### src/rtl/syn_fifo_flex_pkg.sv
// Shared definitions for the flexible synchronous FIFO: read-mode codes and
// the width of the occupancy counter.
package syn_fifo_flex_pkg;

  localparam int MODE_REG  = 0;
  localparam int MODE_FWFT = 1;

  // Occupancy must represent 0..DEPTH inclusive, hence one bit more than the pointers.
  function automatic int level_width(input int log2_depth);
    return log2_depth + 1;
  endfunction

endpackage

### src/rtl/fifo_dpram.sv
// Simple dual-port storage: synchronous write, asynchronous read, no reset.
module fifo_dpram
  import syn_fifo_flex_pkg::*;
#(
  parameter int DATA_WIDTH = 8,
  parameter int ADDR_WIDTH = 8
) (
  input  logic                  clk,
  input  logic                  we,
  input  logic [ADDR_WIDTH-1:0] waddr,
  input  logic [DATA_WIDTH-1:0] wdata,
  input  logic [ADDR_WIDTH-1:0] raddr,
  output logic [DATA_WIDTH-1:0] rdata
);

  logic [DATA_WIDTH-1:0] mem [2**ADDR_WIDTH];

  // Write port; contents are deliberately left uninitialised.
  always_ff @(posedge clk) begin
    if (we) mem[waddr] <= wdata;
  end

  assign rdata = mem[raddr];

endmodule

### src/rtl/syn_fifo_flex.sv
// Single-clock FIFO with selectable registered or first-word fall-through
// read, level-decoded status flags and sticky overflow/underflow flags.
module syn_fifo_flex
  import syn_fifo_flex_pkg::*;
#(
  parameter int DATA_WIDTH = 8,
  parameter int LOG2_DEPTH = 8,
  parameter int FWFT       = MODE_REG,
  parameter int AF_LVL     = (2**LOG2_DEPTH) - 2,
  parameter int AE_LVL     = 2
) (
  input  logic                                clk,
  input  logic                                reset,
  input  logic                                flush,
  input  logic                                clr_err,
  input  logic [DATA_WIDTH-1:0]               data_in,
  input  logic                                wr_en,
  input  logic                                rd_en,
  output logic [DATA_WIDTH-1:0]               data_out,
  output logic                                valid_out,
  output logic                                full,
  output logic                                empty,
  output logic                                almost_full,
  output logic                                almost_empty,
  output logic [level_width(LOG2_DEPTH)-1:0]  level,
  output logic                                overflow,
  output logic                                underflow
);

  localparam int DEPTH = 2**LOG2_DEPTH;
  localparam int LW    = level_width(LOG2_DEPTH);

  logic [LOG2_DEPTH-1:0] wr_ptr;
  logic [LOG2_DEPTH-1:0] rd_ptr;
  logic [DATA_WIDTH-1:0] rd_data;
  logic                  rd_acc;
  logic                  wr_acc;
  logic                  wr_do;
  logic                  rd_do;

  // A full FIFO still takes a write when a read frees a slot in the same cycle.
  assign rd_acc = rd_en & ~empty;
  assign wr_acc = wr_en & (~full | rd_acc);

  // Flush swallows both requests, so nothing moves and no error is raised.
  assign wr_do = wr_acc & ~flush;
  assign rd_do = rd_acc & ~flush;

  // Flags depend only on the registered level, never on the request inputs.
  assign full         = (level == LW'(DEPTH));
  assign empty        = (level == '0);
  assign almost_full  = (level >= LW'(AF_LVL));
  assign almost_empty = (level <= LW'(AE_LVL));

  // Pointers and occupancy.
  always_ff @(posedge clk or posedge reset) begin
    if (reset) begin
      wr_ptr <= '0;
      rd_ptr <= '0;
      level  <= '0;
    end else if (flush) begin
      wr_ptr <= '0;
      rd_ptr <= '0;
      level  <= '0;
    end else begin
      if (wr_do) wr_ptr <= wr_ptr + 1'b1;
      if (rd_do) rd_ptr <= rd_ptr + 1'b1;
      case ({wr_do, rd_do})
        2'b10:   level <= level + 1'b1;
        2'b01:   level <= level - 1'b1;
        default: level <= level;
      endcase
    end
  end

  // Sticky error flags; a new error in the clearing cycle keeps the flag set.
  always_ff @(posedge clk or posedge reset) begin
    if (reset) begin
      overflow  <= 1'b0;
      underflow <= 1'b0;
    end else begin
      overflow  <= (wr_en & ~wr_acc & ~flush) | (overflow  & ~clr_err);
      underflow <= (rd_en & ~rd_acc & ~flush) | (underflow & ~clr_err);
    end
  end

  fifo_dpram #(
    .DATA_WIDTH (DATA_WIDTH),
    .ADDR_WIDTH (LOG2_DEPTH)
  ) u_mem (
    .clk   (clk),
    .we    (wr_do),
    .waddr (wr_ptr),
    .wdata (data_in),
    .raddr (rd_ptr),
    .rdata (rd_data)
  );

  generate
    if (FWFT == MODE_FWFT) begin : g_fwft
      // Head is shown as soon as the registered level says it exists; masking
      // with empty keeps uninitialised storage off the output.
      assign data_out  = empty ? '0 : rd_data;
      assign valid_out = ~empty;
    end else begin : g_reg
      // Registered read: capture head on a pop, qualify for one cycle.
      always_ff @(posedge clk or posedge reset) begin
        if (reset) begin
          data_out  <= '0;
          valid_out <= 1'b0;
        end else if (flush) begin
          data_out  <= '0;
          valid_out <= 1'b0;
        end else begin
          if (rd_do) data_out <= rd_data;
          valid_out <= rd_do;
        end
      end
    end
  endgenerate

endmodule

### config.mk
export PLATFORM = sky130hd
export DESIGN_NAME = syn_fifo_flex
export DESIGN_NICKNAME = d
export VERILOG_FILES = /design/src/rtl/syn_fifo_flex_pkg.sv /design/src/rtl/fifo_dpram.sv /design/src/rtl/syn_fifo_flex.sv
export SDC_FILE = /design/constraint.sdc
export NUM_CORES = 2
export LEC_CHECK = 0
export BUFFER_PORTS_ARGS = -buffer_cell sky130_fd_sc_hd__buf_4
export CAP_MARGIN = 20
export CORE_ASPECT_RATIO = 2
export CORE_UTILIZATION = 42
export CTS_BUF_LIST = sky130_fd_sc_hd__clkbuf_2 sky130_fd_sc_hd__clkbuf_4 sky130_fd_sc_hd__clkbuf_8
export DETAILED_ROUTE_END_ITERATION = 10
export HOLD_SLACK_MARGIN = 0.08
export PLACE_DENSITY = 0.65
export SKIP_CTS_REPAIR_TIMING = 1
export SYNTH_ARGS = -nofsm -noshare
export SYNTH_HDL_FRONTEND = slang
export SYNTH_SLANG_ARGS = --single-unit
### constraint.sdc
create_clock -name clk -period 4.8 [get_ports clk]
set_input_delay 0.96 -clock clk [delete_from_list [all_inputs] [get_ports clk]]
set_output_delay 0.96 -clock clk [all_outputs]
set_load 0.1 [all_outputs]
==> impl_metrics.tcl <==
set metrics [dict create \
    drt_iter0_drc 4517 \
    cp_max_fo 33 \
    portBuffers 37 \
    max-cap-violations 0 \
    grt_max_degree 132 \
    clock_latency_ps 930 \
    drv_slew 0 \
    drt-total-wl_mm 228 \
    worstMarginPinSlew_ps 1280 \
    required_ps 5600 \
    yosysMostFrequentCell "edfxtp_1" \
    path_class "reg2reg" \
    grt.met3_usage_pct 3.45 \
    rsz0062_at_grt "no" \
    syn-mean-instance-area_um2 21.0 \
    seq_area_frac_synth_pct 76.5 \
    cts_tree "built" \
    die_area_um2 196000 \
    layout_min_cycle_time_ps 4320 \
    cts_buffers 274 \
    start_util_pct 42.3 \
    clk_path_buf_depth 4 \
    post-route-drc-count 0 \
    critPathArrivalTime_ps 5120 \
    crit_family "multiplexers" \
    async_flop_share_pct 1.73 \
    hold_viol_final 0 \
    grt_pass1_wl_mm 322 \
    via_count 41300 \
    fp.dieH_um 625 \
    track_usage_pct 23.3 \
    avgRoutedWirePerCell_um 33.0 \
    pwr_density_cell_nw_per_um2 468 \
    leakagePower_nw 28.3 \
    synth_common_cells "edfxtp_1 (2048), mux4_2 (502), nor2_1 (334)" \
    synth_compound_area_share_pct 2.49 \
    hold-worst-slack_ps 201 \
    ys_warn_count 0 \
    dp_cells 6452 \
    synth_mux_area_share_pct 16.1 \
    layout-drive-gt1-share_pct 27.8 \
    cp_num_buf_inv 2 \
    cts_max_level 5 \
    ant_nets 0 \
    power_mw 42.8 \
    cts_sinks 2084 \
    setup_tns_ps 0 \
    synth-simple-area-share_pct 2.92 \
    fillers 15900 \
    hold_class "in2async" \
    grt_overflow 0 \
    yosys-top-cells-area "edfxtp_1 (75%), mux4_2 (14%), mux2i_1 (2.1%)" \
    first_global_vias 43200 \
    crit_path_max_incr_delay_ps 1000 \
    setup_viol 0 \
    stdcell_count 6932 \
    dieWidth_um 314 \
    drtPass1Iterations 6 \
    cp_slowest_cell "dfrtp_4" \
    area_delta_synth_final_pct 12.0 \
    root_buffer "clkbuf_8" \
    syn-instance-count 3881 \
    max_freq_mhz 232 \
    synthFlopType "edfxtp_1" \
    synth-seq-cells 2084 \
    fin_nets 4220 \
    worstPathCellList "buf_12 > buf_4 > mux4_2 > mux4_2 > nor2_1 > nor2_1 > a21oi_1 > nor3_1 > a211o_1" \
    synth_edf_count 2048 \
    yosys.area.top_type "edfxtp_1" \
    critPathLaunchType "flip-flop" \
    grt_util_met1_pct 25.0 \
    grt_antenna_before_repair 5 \
    dpl.hpwl_mm 149 \
    synth_fp_nets 3903 \
    syn_area_um2 81600 \
    clk_pin_slew_worst_paths_ps 80 \
    vdd.ir_drop.worst_uv 215 \
    coreArea_um2 193000 \
    synth_top_family_by_area "multiplexers" \
    endpoint_kind "flip-flop" \
    slew_headroom_pct 14.0 \
    yosysUniqueCellTypes 75 \
    pin_count 38 \
    rows 228 \
    status "finished, final reports clean" \
    synth_fa_ha_area_share_pct 0.123 \
    gp_congestion 0.930 \
    fin_crit_sh_pct 90.0 \
    skew_ps 64.6 \
    globalRouteMet2Util_pct 41.5 \
    grt-busiest-layer "met2" \
    synth-xor-area-share_pct 0.193 \
    synth_top_area_share_pct 75.4 \
    viasPerCell 5.96 \
]
-- layout make-up --
| type | count | area (um^2) | area share (%) |
|---|---|---|---|
| Tap cell | 2530 | 3170 | 3.47 |
| Antenna cell | 2 | 5.00 | 0.00548 |
| Clock buffer | 353 | 4440 | 4.86 |
| Inverter | 15 | 61.3 | 0.0671 |
| Multi-Input combinational cell | 1555 | 17800 | 19.5 |
| Timing Repair Buffer | 268 | 2520 | 2.76 |
| Clock inverter | 125 | 922 | 1.01 |
| Sequential cell | 2084 | 62400 | 68.3 |
-- kinds of logic (layout without fill, tap and decap cells) --
family,count (synthesis),in the layout
mux,682,682
simple gates,561,561
flops,2084,2084
xor+xnor,18,18
other cells,0,2
buf+inv,242,761
compound gates,286,286
fa+ha+maj,8,8
-- placed cells by master, fill, tap and decap left out, types with 15 or more instances in the layout --
master | netlist | layout
buf_12 | 4 | 37
clkbuf_4 | 0 | 67
dfrtp_1 | 36 | 29
nor3_1 | 19 | 19
nand3_1 | 25 | 23
nand2_1 | 107 | 107
a21oi_1 | 45 | 45
a221oi_1 | 16 | 16
o22ai_1 | 39 | 39
mux2i_1 | 172 | 172
mux4_2 | 502 | 502
buf_4 | 35 | 222
o221ai_1 | 19 | 19
clkinv_1 | 1 | 62
nor2_1 | 334 | 333
clkbuf_8 | 0 | 294
a22oi_1 | 35 | 35
a211oi_1 | 15 | 15
clkinv_2 | 0 | 34
o21ai_0 | 36 | 36
edfxtp_1 | 2048 | 2048
-- per-layer routing --
metal	routed length, um	up-vias
met5	34	-
met4	18800	6
met3	14600	658
met2	121000	2110
met1	74400	21800
li1	-	16700
-- where the power goes --
part / total (mW) / switching (mW) / internal (mW)
Combinational: 9.11 / 4.96 / 4.15
Sequential: 20.3 / 0.282 / 20.0
Clock: 13.4 / 6.59 / 6.78
-- state kept, by name, indices dropped and copies added, names as in the netlist --
signal     count
u_mem.mem   2048
level          9
data_out       8
underflow      1
rd_ptr         8
overflow       1
wr_ptr         8
valid_out      1
-- worst register-to-register path, stage by stage (launching register included) --
cell	delay (ps)
dfrtp_4	1000
buf_12	340
buf_4	370
mux4_2	530
mux4_2	540
nor2_1	130
nor2_1	80
a21oi_1	810
nor3_1	150
a211o_1	260
-- through the flow --
| stage | util [%] | setup slack (ps) | area, um^2 |
|---|---|---|---|
| finish | 47.4 | 480 | 91400 |
| global route | 47.4 | 439 | 91400 |
| CTS | 47.4 | 581 | 91400 |
| detailed placement | 44.6 | 594 | 86000 |
| global placement | 44.6 | 506 | 86000 |
| floorplan | - | 1200 | 81600 |
-- worst paths after layout --
check / startpoint / end / slack (ps) / depth (start not counted)
setup / recovery: rd_ptr[0] / data_out[0] / 480 / 9
hold / removal: reset / overflow / 200 / 3
setup reg to reg: rd_ptr[0] / data_out[0] / 480 / 9
hold reg to reg: overflow / overflow / 480 / 1
max in group asynchronous: reset / rd_ptr[3] / 4110 / 3
min in group clk: clr_err / underflow / 330 / 3
(Power assumes the default switching activity.)
